## config.mk

```make
export PLATFORM = sky130hd
export DESIGN_NAME = tmds_encoder
export DESIGN_NICKNAME = d
export VERILOG_FILES = /design/src/rtl/tmds_pkg.sv /design/src/rtl/tmds_encoder_tm_choice.sv /design/src/rtl/tmds_encoder.sv
export SDC_FILE = /design/constraint.sdc
export NUM_CORES = 1
export LEC_CHECK = 0
export ABC_AREA = 0
export CORE_ASPECT_RATIO = 0.8
export CORE_MARGIN = 4
export CORE_UTILIZATION = 45
export DETAILED_ROUTE_END_ITERATION = 12
export HOLD_SLACK_MARGIN = 0.06
export PLACE_DENSITY = 0.63
export SLEW_MARGIN = 10
export SYNTH_ARGS = -nofsm -noshare
export SYNTH_HDL_FRONTEND = slang
export SYNTH_HIERARCHICAL = 1
export SYNTH_SLANG_ARGS = --single-unit
```

## constraint.sdc

```tcl
create_clock -name clk_in -period 3.8 [get_ports clk_in]
set_input_delay 1.14 -clock clk_in [delete_from_list [all_inputs] [get_ports clk_in]]
set_output_delay 1.14 -clock clk_in [all_outputs]
set_load 0.05 [all_outputs]
```

## src/rtl/tmds_pkg.sv

```systemverilog
// Shared definitions for the TMDS channel encoder.
// Holds the four fixed control tokens sent during blanking, the width and
// type of the running-disparity tally, and the 8-bit popcount helper used
// both by transition minimization and by the DC-balance decision.
package tmds_pkg;

  localparam logic [9:0] CTRL_TOKEN_00 = 10'b1101010100;
  localparam logic [9:0] CTRL_TOKEN_01 = 10'b0010101011;
  localparam logic [9:0] CTRL_TOKEN_10 = 10'b0101010100;
  localparam logic [9:0] CTRL_TOKEN_11 = 10'b1010101011;

  localparam int CNT_W = 5;

  typedef logic signed [CNT_W-1:0] disparity_t;

  function automatic logic [3:0] popcount8(input logic [7:0] v);
    logic [3:0] n;
    n = '0;
    for (int i = 0; i < 8; i++) n = n + {3'b000, v[i]};
    return n;
  endfunction

endpackage

```

## src/rtl/tmds_encoder_tm_choice.sv

```systemverilog
// Transition-minimization stage of the TMDS encoder (purely combinational).
// Chains the input byte through XOR or XNOR, whichever yields fewer
// transitions, and flags the choice in q_m[8] (1 = XOR, 0 = XNOR).
// Ports:
//   data_in  [7:0]  video byte
//   q_m      [8:0]  transition-minimized word plus XOR/XNOR flag
module tm_choice
  import tmds_pkg::*;
(
  input  logic [7:0] data_in,
  output logic [8:0] q_m
);

  logic [3:0] n1;
  logic       use_xnor;

  assign n1 = popcount8(data_in);
  // Ties (four ones) are broken on bit 0 so the choice is deterministic.
  assign use_xnor = (n1 > 4'd4) || ((n1 == 4'd4) && !data_in[0]);

  always_comb begin
    logic [8:0] q;
    q    = '0;
    q[0] = data_in[0];
    for (int i = 1; i < 8; i++) begin
      q[i] = use_xnor ? ~(q[i-1] ^ data_in[i]) : (q[i-1] ^ data_in[i]);
    end
    q[8] = ~use_xnor;
    q_m  = q;
  end

endmodule

```

## src/rtl/tmds_encoder.sv

```systemverilog
// TMDS channel encoder for DVI/HDMI: one 8-bit video byte or 2-bit control
// symbol per pixel clock in, one 10-bit DC-balanced symbol out (bit 0 sent
// first). A running-disparity tally steers the optional inversion so the
// line stays DC balanced; blanking emits fixed tokens and clears the tally.
// Ports:
//   clk_in           pixel clock
//   rst_in           asynchronous active-high reset (clears output and tally)
//   data_in    [7:0] video byte, used when ve_in = 1
//   control_in [1:0] {C1,C0}, used when ve_in = 0
//   ve_in            video enable
//   tmds_out   [9:0] registered encoded symbol
// Build option: define TMDS_PIPE_EN to add a register stage after
// transition minimization (latency 2 instead of 1, same symbol sequence).
module tmds_encoder
  import tmds_pkg::*;
(
  input  logic       clk_in,
  input  logic       rst_in,
  input  logic [7:0] data_in,
  input  logic [1:0] control_in,
  input  logic       ve_in,
  output logic [9:0] tmds_out
);

  // Stage A: transition minimization
  logic [8:0] q_m_p0;

  tm_choice u_tm_choice (
    .data_in (data_in),
    .q_m     (q_m_p0)
  );

  logic [8:0] q_m_p1;
  logic       vld_p1;
  logic [1:0] ctrl_p1;

`ifdef TMDS_PIPE_EN
  // Stage 1 register: ve resets low so the first symbol is the 00 token
  always_ff @(posedge clk_in or posedge rst_in) begin
    if (rst_in) begin
      q_m_p1  <= '0;
      vld_p1  <= 1'b0;
      ctrl_p1 <= '0;
    end else begin
      q_m_p1  <= q_m_p0;
      vld_p1  <= ve_in;
      ctrl_p1 <= control_in;
    end
  end
`else
  assign q_m_p1  = q_m_p0;
  assign vld_p1  = ve_in;
  assign ctrl_p1 = control_in;
`endif

  // Stage B: DC-balance decision and output register
  disparity_t cnt;
  disparity_t cnt_nxt;
  disparity_t diff_p1;   // N1 - N0 of q_m[7:0]
  logic [3:0] n1_p1;
  logic [3:0] n0_p1;
  logic [9:0] sym_p1;

  assign n1_p1   = popcount8(q_m_p1[7:0]);
  assign n0_p1   = 4'd8 - n1_p1;
  assign diff_p1 = $signed({1'b0, n1_p1}) - $signed({1'b0, n0_p1});

  always_comb begin
    sym_p1  = '0;
    cnt_nxt = cnt;
    if (!vld_p1) begin
      unique case (ctrl_p1)
        2'b00:   sym_p1 = CTRL_TOKEN_00;
        2'b01:   sym_p1 = CTRL_TOKEN_01;
        2'b10:   sym_p1 = CTRL_TOKEN_10;
        default: sym_p1 = CTRL_TOKEN_11;
      endcase
      cnt_nxt = '0;
    end else if ((cnt == disparity_t'(0)) || (n1_p1 == n0_p1)) begin
      sym_p1  = {~q_m_p1[8], q_m_p1[8], q_m_p1[8] ? q_m_p1[7:0] : ~q_m_p1[7:0]};
      cnt_nxt = q_m_p1[8] ? (cnt + diff_p1) : (cnt - diff_p1);
    end else if (((cnt > disparity_t'(0)) && (n1_p1 > n0_p1)) ||
                 ((cnt < disparity_t'(0)) && (n0_p1 > n1_p1))) begin
      // Invert the byte to pull the tally back toward zero.
      sym_p1  = {1'b1, q_m_p1[8], ~q_m_p1[7:0]};
      cnt_nxt = cnt - diff_p1 + (q_m_p1[8] ? disparity_t'(2) : disparity_t'(0));
    end else begin
      sym_p1  = {1'b0, q_m_p1[8], q_m_p1[7:0]};
      cnt_nxt = cnt + diff_p1 - (q_m_p1[8] ? disparity_t'(0) : disparity_t'(2));
    end
  end

  always_ff @(posedge clk_in or posedge rst_in) begin
    if (rst_in) begin
      tmds_out <= '0;
      cnt      <= '0;
    end else begin
      tmds_out <= sym_p1;
      cnt      <= cnt_nxt;
    end
  end

endmodule

```

# [After elaboration in Yosys (flattened, before gate mapping)]
# Cells that the tools add are included.
# W data, S select, Z words.
[op_classes] addsub=20 order_cmp=5 n_eq_ne=4 n_mux=18 bitwise=16 reduce_logical=9
[op_table] operator="$add A4 B1 Y4" n=10
[op_table] operator="$mux W10" n=3
[op_table] operator="$pmux W10 S3" n=1
[op_table] operator="$mux W5" n=4
[op_table] operator="$gt A4 B4 Y1" n=2
[op_table] operator="$mux W8" n=1
[op_table] operator="$not A1 Y1" n=8
[op_table] operator="$not A8 Y8" n=1
[op_table] operator="$mux W1" n=7
[op_table] operator="$xor A1 B1 Y1" n=7
[op_table] operator="$add A5 B3 Y5" n=1
[op_table] operator="$add A5 B5 Y5" n=1
[op_table] operator="$gt A5 B1 Y1 const B" n=1
[op_table] operator="$logic_not A5 Y1" n=1
[op_table] operator="$lt A5 B1 Y1 const B" n=1
[op_table] operator="$sub A4 B4 Y5" n=1
[op_table] operator="$sub A5 B3 Y5" n=1
[op_table] operator="$sub A5 B5 Y5" n=1
[op_table] operator="$add A1 B1 Y2" n=2
[op_table] operator="$add A3 B1 Y4" n=1
[op_table] operator="$eq A4 B3 Y1 const B" n=1
[op_table] operator="$eq A4 B4 Y1" n=1
[op_table] operator="$gt A4 B3 Y1 const B" n=1
[op_table] operator="$mux W2" n=2
[op_table] operator="other kinds (8)" n=12
[totals] reg_bits=15 inputBits=13 out_inout_bits=10 elab_cells=74

# [Longest topological paths before layout]
# Gate-level depths: netlist of run 1.
[depth] ltp_word=37 ltp_mapped=29 depth_no_buf=29

# [Cells and area by module]
# Netlist of run 1, hierarchy kept.
[modules_own_cells] module="tmds_encoder" instances=1 cells_each=157 area_each_um2=1451.4 seq_area_each_um2=375.4
[modules_own_cells] module="tm_choice" instances=1 cells_each=33 area_each_um2=352.8 seq_area_each_um2=0.0

# [Worst setup path after synthesis of run 1]
# Ideal clock, no wire load.
[synth_path] kind="input to register" from="input data_in[0]" to="register cnt[4]" setup_ps=79 arrival_time_ps=8791 t_required_ps=3721 setup_slack_ps=-5071 stages=29 path_buffers=0 path_cell_list="inv_1 -> fa_1 -> fa_1 -> fa_1 -> inv_1 -> ha_1 -> fa_1 -> or3b_1 -> a22oi_2 -> xnor2_1 -> inv_1 -> fa_1 -> fa_1 -> fa_1 -> inv_1 -> ha_1 -> fa_1 -> nor2_1 -> inv_1 -> ha_1 -> a21oi_1 -> o22ai_1 -> ha_1 -> xor2_1 -> nand3_1 -> xnor2_1 -> nor3b_1 -> a221oi_1 -> mux2i_1"
[synth_via] elab_chain_len=37 word_cells_on_any_way=59 cone_classes="20 x add/sub; 3 x order compare; 2 x eq/ne; 13 x mux; 14 x bitwise; 7 x reduce/logical"
[synth_lines] item="start, declared" line_no="tmds_encoder.sv:19" source="input logic [7:0] data_in,"
[synth_lines] item="branches (longest 10 deep; another with $add A4 B1 Y4)"
[synth_lines] item="$mux W1 *" line_no="tmds_encoder_tm_choice.sv:26" source="q[i] = use_xnor ? ~(q[i-1] ^ data_in[i]) : (q[i-1] ^ data_in[i]);"
[synth_lines] item="named net q_m_p0[1]" line_no="tmds_encoder.sv:26" source="logic [8:0] q_m_p0;"
[synth_lines] item="branches (longest 18 deep; another with $add A3 B1 Y4)"
[synth_lines] item="$add A4 B1 Y4 *" line_no="tmds_pkg.sv:19" source="for (int i = 0; i < 8; i++) n = n + {3'b000, v[i]};"
[synth_lines] item="$sub A4 B4 Y4" line_no="tmds_encoder.sv:65" source="assign n0_p1 = 4'd8 - n1_p1;"
[synth_lines] item="$sub A4 B4 Y5 (tied with other cells)" line_no="tmds_encoder.sv:66" source="assign diff_p1 = $signed({1'b0, n1_p1}) - $signed({1'b0, n0_p1});"
[synth_lines] item="$add A5 B5 Y5 (tied with other cells)" line_no="tmds_encoder.sv:81, tmds_encoder.sv:89"
[synth_lines] item="$sub A5 B3 Y5 (tied with other cells)" line_no="tmds_encoder.sv:89" source="cnt_nxt = cnt + diff_p1 - (q_m_p1[8] ? disparity_t'(0) : disparity_t'(2));"
[synth_lines] item="$mux W5" line_no="tmds_encoder.sv:82" source="end else if (((cnt > disparity_t'(0)) && (n1_p1 > n0_p1)) ||"
[synth_lines] item="$mux W5 *" line_no="tmds_encoder.sv:79" source="end else if ((cnt == disparity_t'(0)) || (n1_p1 == n0_p1)) begin"
[synth_lines] item="$mux W5 *" line_no="tmds_encoder.sv:71" source="if (!vld_p1) begin"
[synth_lines] item="named net cnt_nxt[4]" line_no="tmds_encoder.sv:58" source="disparity_t cnt_nxt;"
[synth_lines] item="end signal, assigned" line_no="tmds_encoder.sv:99" source="cnt <= cnt_nxt;"
[synth_lines] item="end, declared" line_no="tmds_encoder.sv:57" source="disparity_t cnt;"
# Mark *: on every way through the listed nets, which the timed path passes.

# [Worst setup path in the final report of run 1]
[layout_path] from="input data_in[1]" to="register cnt[4]"
[layout_via] elab_chain_len=37 word_cells_on_any_way=58 cone_classes="20 x add/sub; 3 x order compare; 2 x eq/ne; 13 x mux; 14 x bitwise; 6 x reduce/logical"
[layout_lines] item="branches (longest 16 deep; another with $add A4 B1 Y4)"
[layout_lines] item="$mux W1 *" line_no="tmds_encoder_tm_choice.sv:26"
[layout_lines] item="named net q_m_p0[3]" line_no="tmds_encoder.sv:26"
[layout_lines] item="branches (longest 12 deep; another with $add A3 B1 Y4)"
[layout_lines] item="$add A4 B1 Y4 *" line_no="tmds_pkg.sv:19"
[layout_lines] item="$sub A4 B4 Y4" line_no="tmds_encoder.sv:65"
[layout_lines] item="$sub A4 B4 Y5 (tied with other cells)" line_no="tmds_encoder.sv:66"
[layout_lines] item="$add A5 B5 Y5 (tied with other cells)" line_no="tmds_encoder.sv:81, tmds_encoder.sv:89"
[layout_lines] item="$sub A5 B3 Y5 (tied with other cells)" line_no="tmds_encoder.sv:89"
[layout_lines] item="$mux W5" line_no="tmds_encoder.sv:82"
[layout_lines] item="$mux W5 *" line_no="tmds_encoder.sv:79"
[layout_lines] item="$mux W5 *" line_no="tmds_encoder.sv:71"
[layout_lines] item="named net cnt_nxt[4]" line_no="tmds_encoder.sv:58"
# Marks and branches as above.

==> results by group, run 1 <==
STA
  – Achievable clock frequency: 0.117 GHz
  – Relative max-transition margin: 0.542
  – Share of the cycle needed by the critical path after routing: 2.24
  – Worst setup skew after layout: 0.00333 ns
  – Final count of hold timing violations: 0
  – Actual slew at the worst max-slew pin: 0.685 ns
  – Setup repair after global routing missed its margin: true
  – Final setup violation count: 14
  – Pins over their slew limit: 0
  – Final worst-path setup slack: -4.71 ns
  – Final setup TNS: -59.07 ns
  – Final Hold Slack: 0.533 ns
  – Post-layout minimum cycle time: 8.51 ns

Global routing
  – Initial antenna violation count: 0
  – First-pass GRT wire length: 9.74 mm
  – Largest net degree at the start of global routing: 18
  – Global-route usage over all layers: 0.248
  – Grt total ovfl: 0
  – Via count of the first global-routing pass: 1987

Route
  – TritonRoute pass-1 iters: 4
  – Antenna Nets Post-Route: 0
  – Vias per cell: 5.13
  – Routed WL per cell: 17.0 um
  – Vias after detailed routing: 1801
  – First DRT Iteration DRCs: 113
  – DRC violations left: 0
  – Wirelength, routed: 5.96 mm

Worst setup path
  – Worst Setup Start Kind: primary input
  – Largest stage delay, worst path: 0.57 ns
  – Worst-path fanout max: 6
  – Slowest library cell on the worst path: sky130_fd_sc_hd__fa_1
  – WP data arrival: 8.68 ns
  – Kind of critical path: primary input to flip-flop
  – Crit path required time: 3.97 ns
  – Worst setup EP type: flip-flop
  – Crit-path most repeated cell: sky130_fd_sc_hd__fa_1
  – R2R setup slack: 1.44 ns

Logic synthesis
  – Synthesized net count: 235
  – Leading register cell type out of synthesis: sky130_fd_sc_hd__dfrtp_1
  – Netlist area before placement: 1800 um2
  – Synthesized area divided by synthesized cell count: 9.50 um2
  – Yosys top cell by area: sky130_fd_sc_hd__dfrtp_1
  – Synth unique cells: 41
  – Leading cell types by total area after synthesis: sky130_fd_sc_hd__dfrtp_1, sky130_fd_sc_hd__ha_1, sky130_fd_sc_hd__fa_1, sky130_fd_sc_hd__inv_1, sky130_fd_sc_hd__xnor2_1
  – Sequential area share after synthesis: 0.208
  – Share of the synthesized area in the top cell type: 0.208
  – Number of warnings reported in the yosys synthesis log: 6
  – Post-synth EDFFs: 0
  – #FFs+latches synth: 15
  – Share of flip-flops with an asynchronous set or reset: 1.00
  – Mapped Cells: 190

CTS
  – Clk sinks: 15
  – Total clock buffers created by CTS: 3
  – Master cell of the clock root buffer: sky130_fd_sc_hd__clkbuf_8
  – Insertion delay of the later-clocked pin in the worst-skew pair: 0.25 ns
  – Maximum level of the CTS H-tree: 1
  – CTS clk-pin slew, worst paths: 0.06 ns
  – Maximum number of buffers from clock root to sink: 2
  – Clock tree from TritonCTS: yes

Final layout
  – Most common cell after layout, fill and taps aside: sky130_fd_sc_hd__buf_4
  – Layout area overhead: 70.7%
  – Non-filler instance count after layout: 351
  – Fraction of layout cells with a size suffix above 1: 0.466
  – Number of fill cells: 221
  – Area occupied by multi-input gates: 1530 um2
  – Inserted Diodes: 0
  – Leading cell types in the layout, fill and taps excluded: sky130_fd_sc_hd__buf_4, sky130_fd_sc_hd__inv_1, sky130_fd_sc_hd__clkdlybuf4s50_1
  – FF/Latch Area: 375 um2
  – Net count of the finished layout: 342

Min path
  – Worst min-delay path category: flip-flop to flip-flop

Place
  – Placer Congestion: 0.922
  – DP Cell Count: 306
  – Half-perimeter wire length after placement: 3.65 mm
  – Number of I/O port buffers: 22

Run status
  – Failing checks: negative setup slack
  – Run status: complete, but fails checks

Die
  – Cell Rows: 20
  – Die Ht: 64.6 um
  – # IOs: 23
  – Effective utilization at floorplan: 0.471
  – Std-Cell Core Area: 3830 um2
  – Die outline area: 5090 um2
  – Overall die width: 78.8 um

Run
  – Reported max-cap violation count: 0
[layout make-up]
type / count / share of cell area
Clock buffer: 4 / 0.0146
Tap cell: 55 / 0.0223
Sequential cell: 15 / 0.122
Multi-Input combinational cell: 134 / 0.496
Timing Repair Buffer: 105 / 0.294
Inverter: 38 / 0.0512
[sequential cells by signal, indices dropped and copies added (netlist names)]
name      count
tmds_out     10
cnt           5
[stage by stage]
stage               cell area [um2]   util  setup WS (ns)
finish                         3080  0.804          -4.71
global route                   3080  0.804          -4.87
CTS                            2900  0.758          -4.61
detailed placement             2450  0.641          -5.50
global placement               2450  0.641          -5.18
floorplan                      1860      -          -4.79
[synth_stat cells (2+ instances only)]
cell                       instances
sky130_fd_sc_hd__o21ai_0           3
sky130_fd_sc_hd__xor2_1            6
sky130_fd_sc_hd__a21o_1            8
sky130_fd_sc_hd__xnor2_1          15
sky130_fd_sc_hd__and2_1            2
sky130_fd_sc_hd__clkbuf_1          2
sky130_fd_sc_hd__nand2b_1          2
sky130_fd_sc_hd__xnor3_1           3
sky130_fd_sc_hd__a211o_1           2
sky130_fd_sc_hd__o21bai_1          2
sky130_fd_sc_hd__ha_1             23
sky130_fd_sc_hd__nand3_1           2
sky130_fd_sc_hd__mux2i_1           2
sky130_fd_sc_hd__inv_1            37
sky130_fd_sc_hd__nand2_1           7
sky130_fd_sc_hd__fa_1              9
sky130_fd_sc_hd__xnor2_2           2
sky130_fd_sc_hd__nor2_1           14
sky130_fd_sc_hd__o22ai_1           2
sky130_fd_sc_hd__dfrtp_1          15
sky130_fd_sc_hd__nor3_1            2
sky130_fd_sc_hd__a21oi_1          11
[worst paths after layout]
path	startpoint	endpoint	depth (start not counted)
max in group asynchronous	rst_in	tmds_out[4]	2
hold reg to reg	cnt[0]	cnt[0]	1
hold / removal	cnt[0]	cnt[0]	1
min in group asynchronous	rst_in	tmds_out[9]	2
setup / recovery	data_in[1]	cnt[4]	30
setup reg to reg	cnt[1]	cnt[4]	8
[layer usage]
metal	GRT usage	vias up	part of all wire
li1	-	836	-
met2	0.430	66	0.50
met3	0.0389	22	0.059
met1	0.308	877	0.40
met5	0	-	0
met4	0.100	0	0.039
[cell families after synthesis]
kind of cell,after synthesis,synth area share
buf+inv,41,0.0874
compound gates,36,0.152
simple gates,36,0.0985
fa+ha+maj,32,0.259
xor+xnor,27,0.171
flops,15,0.208
mux,3,0.0236
[worst max-delay path: cells and delay by family]
kind / cells / cell delay (ns)
fa+ha+maj: 12 / 4.80
simple gates: 3 / 0.50
compound gates: 5 / 1.11
mux: 1 / 0.24
buf+inv: 6 / 0.36
xor+xnor: 3 / 0.55
[timing repair]
item | in CTS | in global routing
gates resized for setup | 40 | 31
endpoints found under the setup margin | 14 | 14
setup buffers | 44 | 5
pin swaps | 29 | 27
hold buffers | 0 | 0
Power of run 1 is not shown: default switching activity piles up to over one toggle a cycle in this logic, so the estimate is an artifact.
==> run 2: changes to the inputs <==
- ABC_CLOCK_PERIOD_IN_PS: unset -> 3800
==> results of run 2 <==
Final layout, timing and power as in run 1 (identical DEF).
Power of run 2 is left out for the same reason.
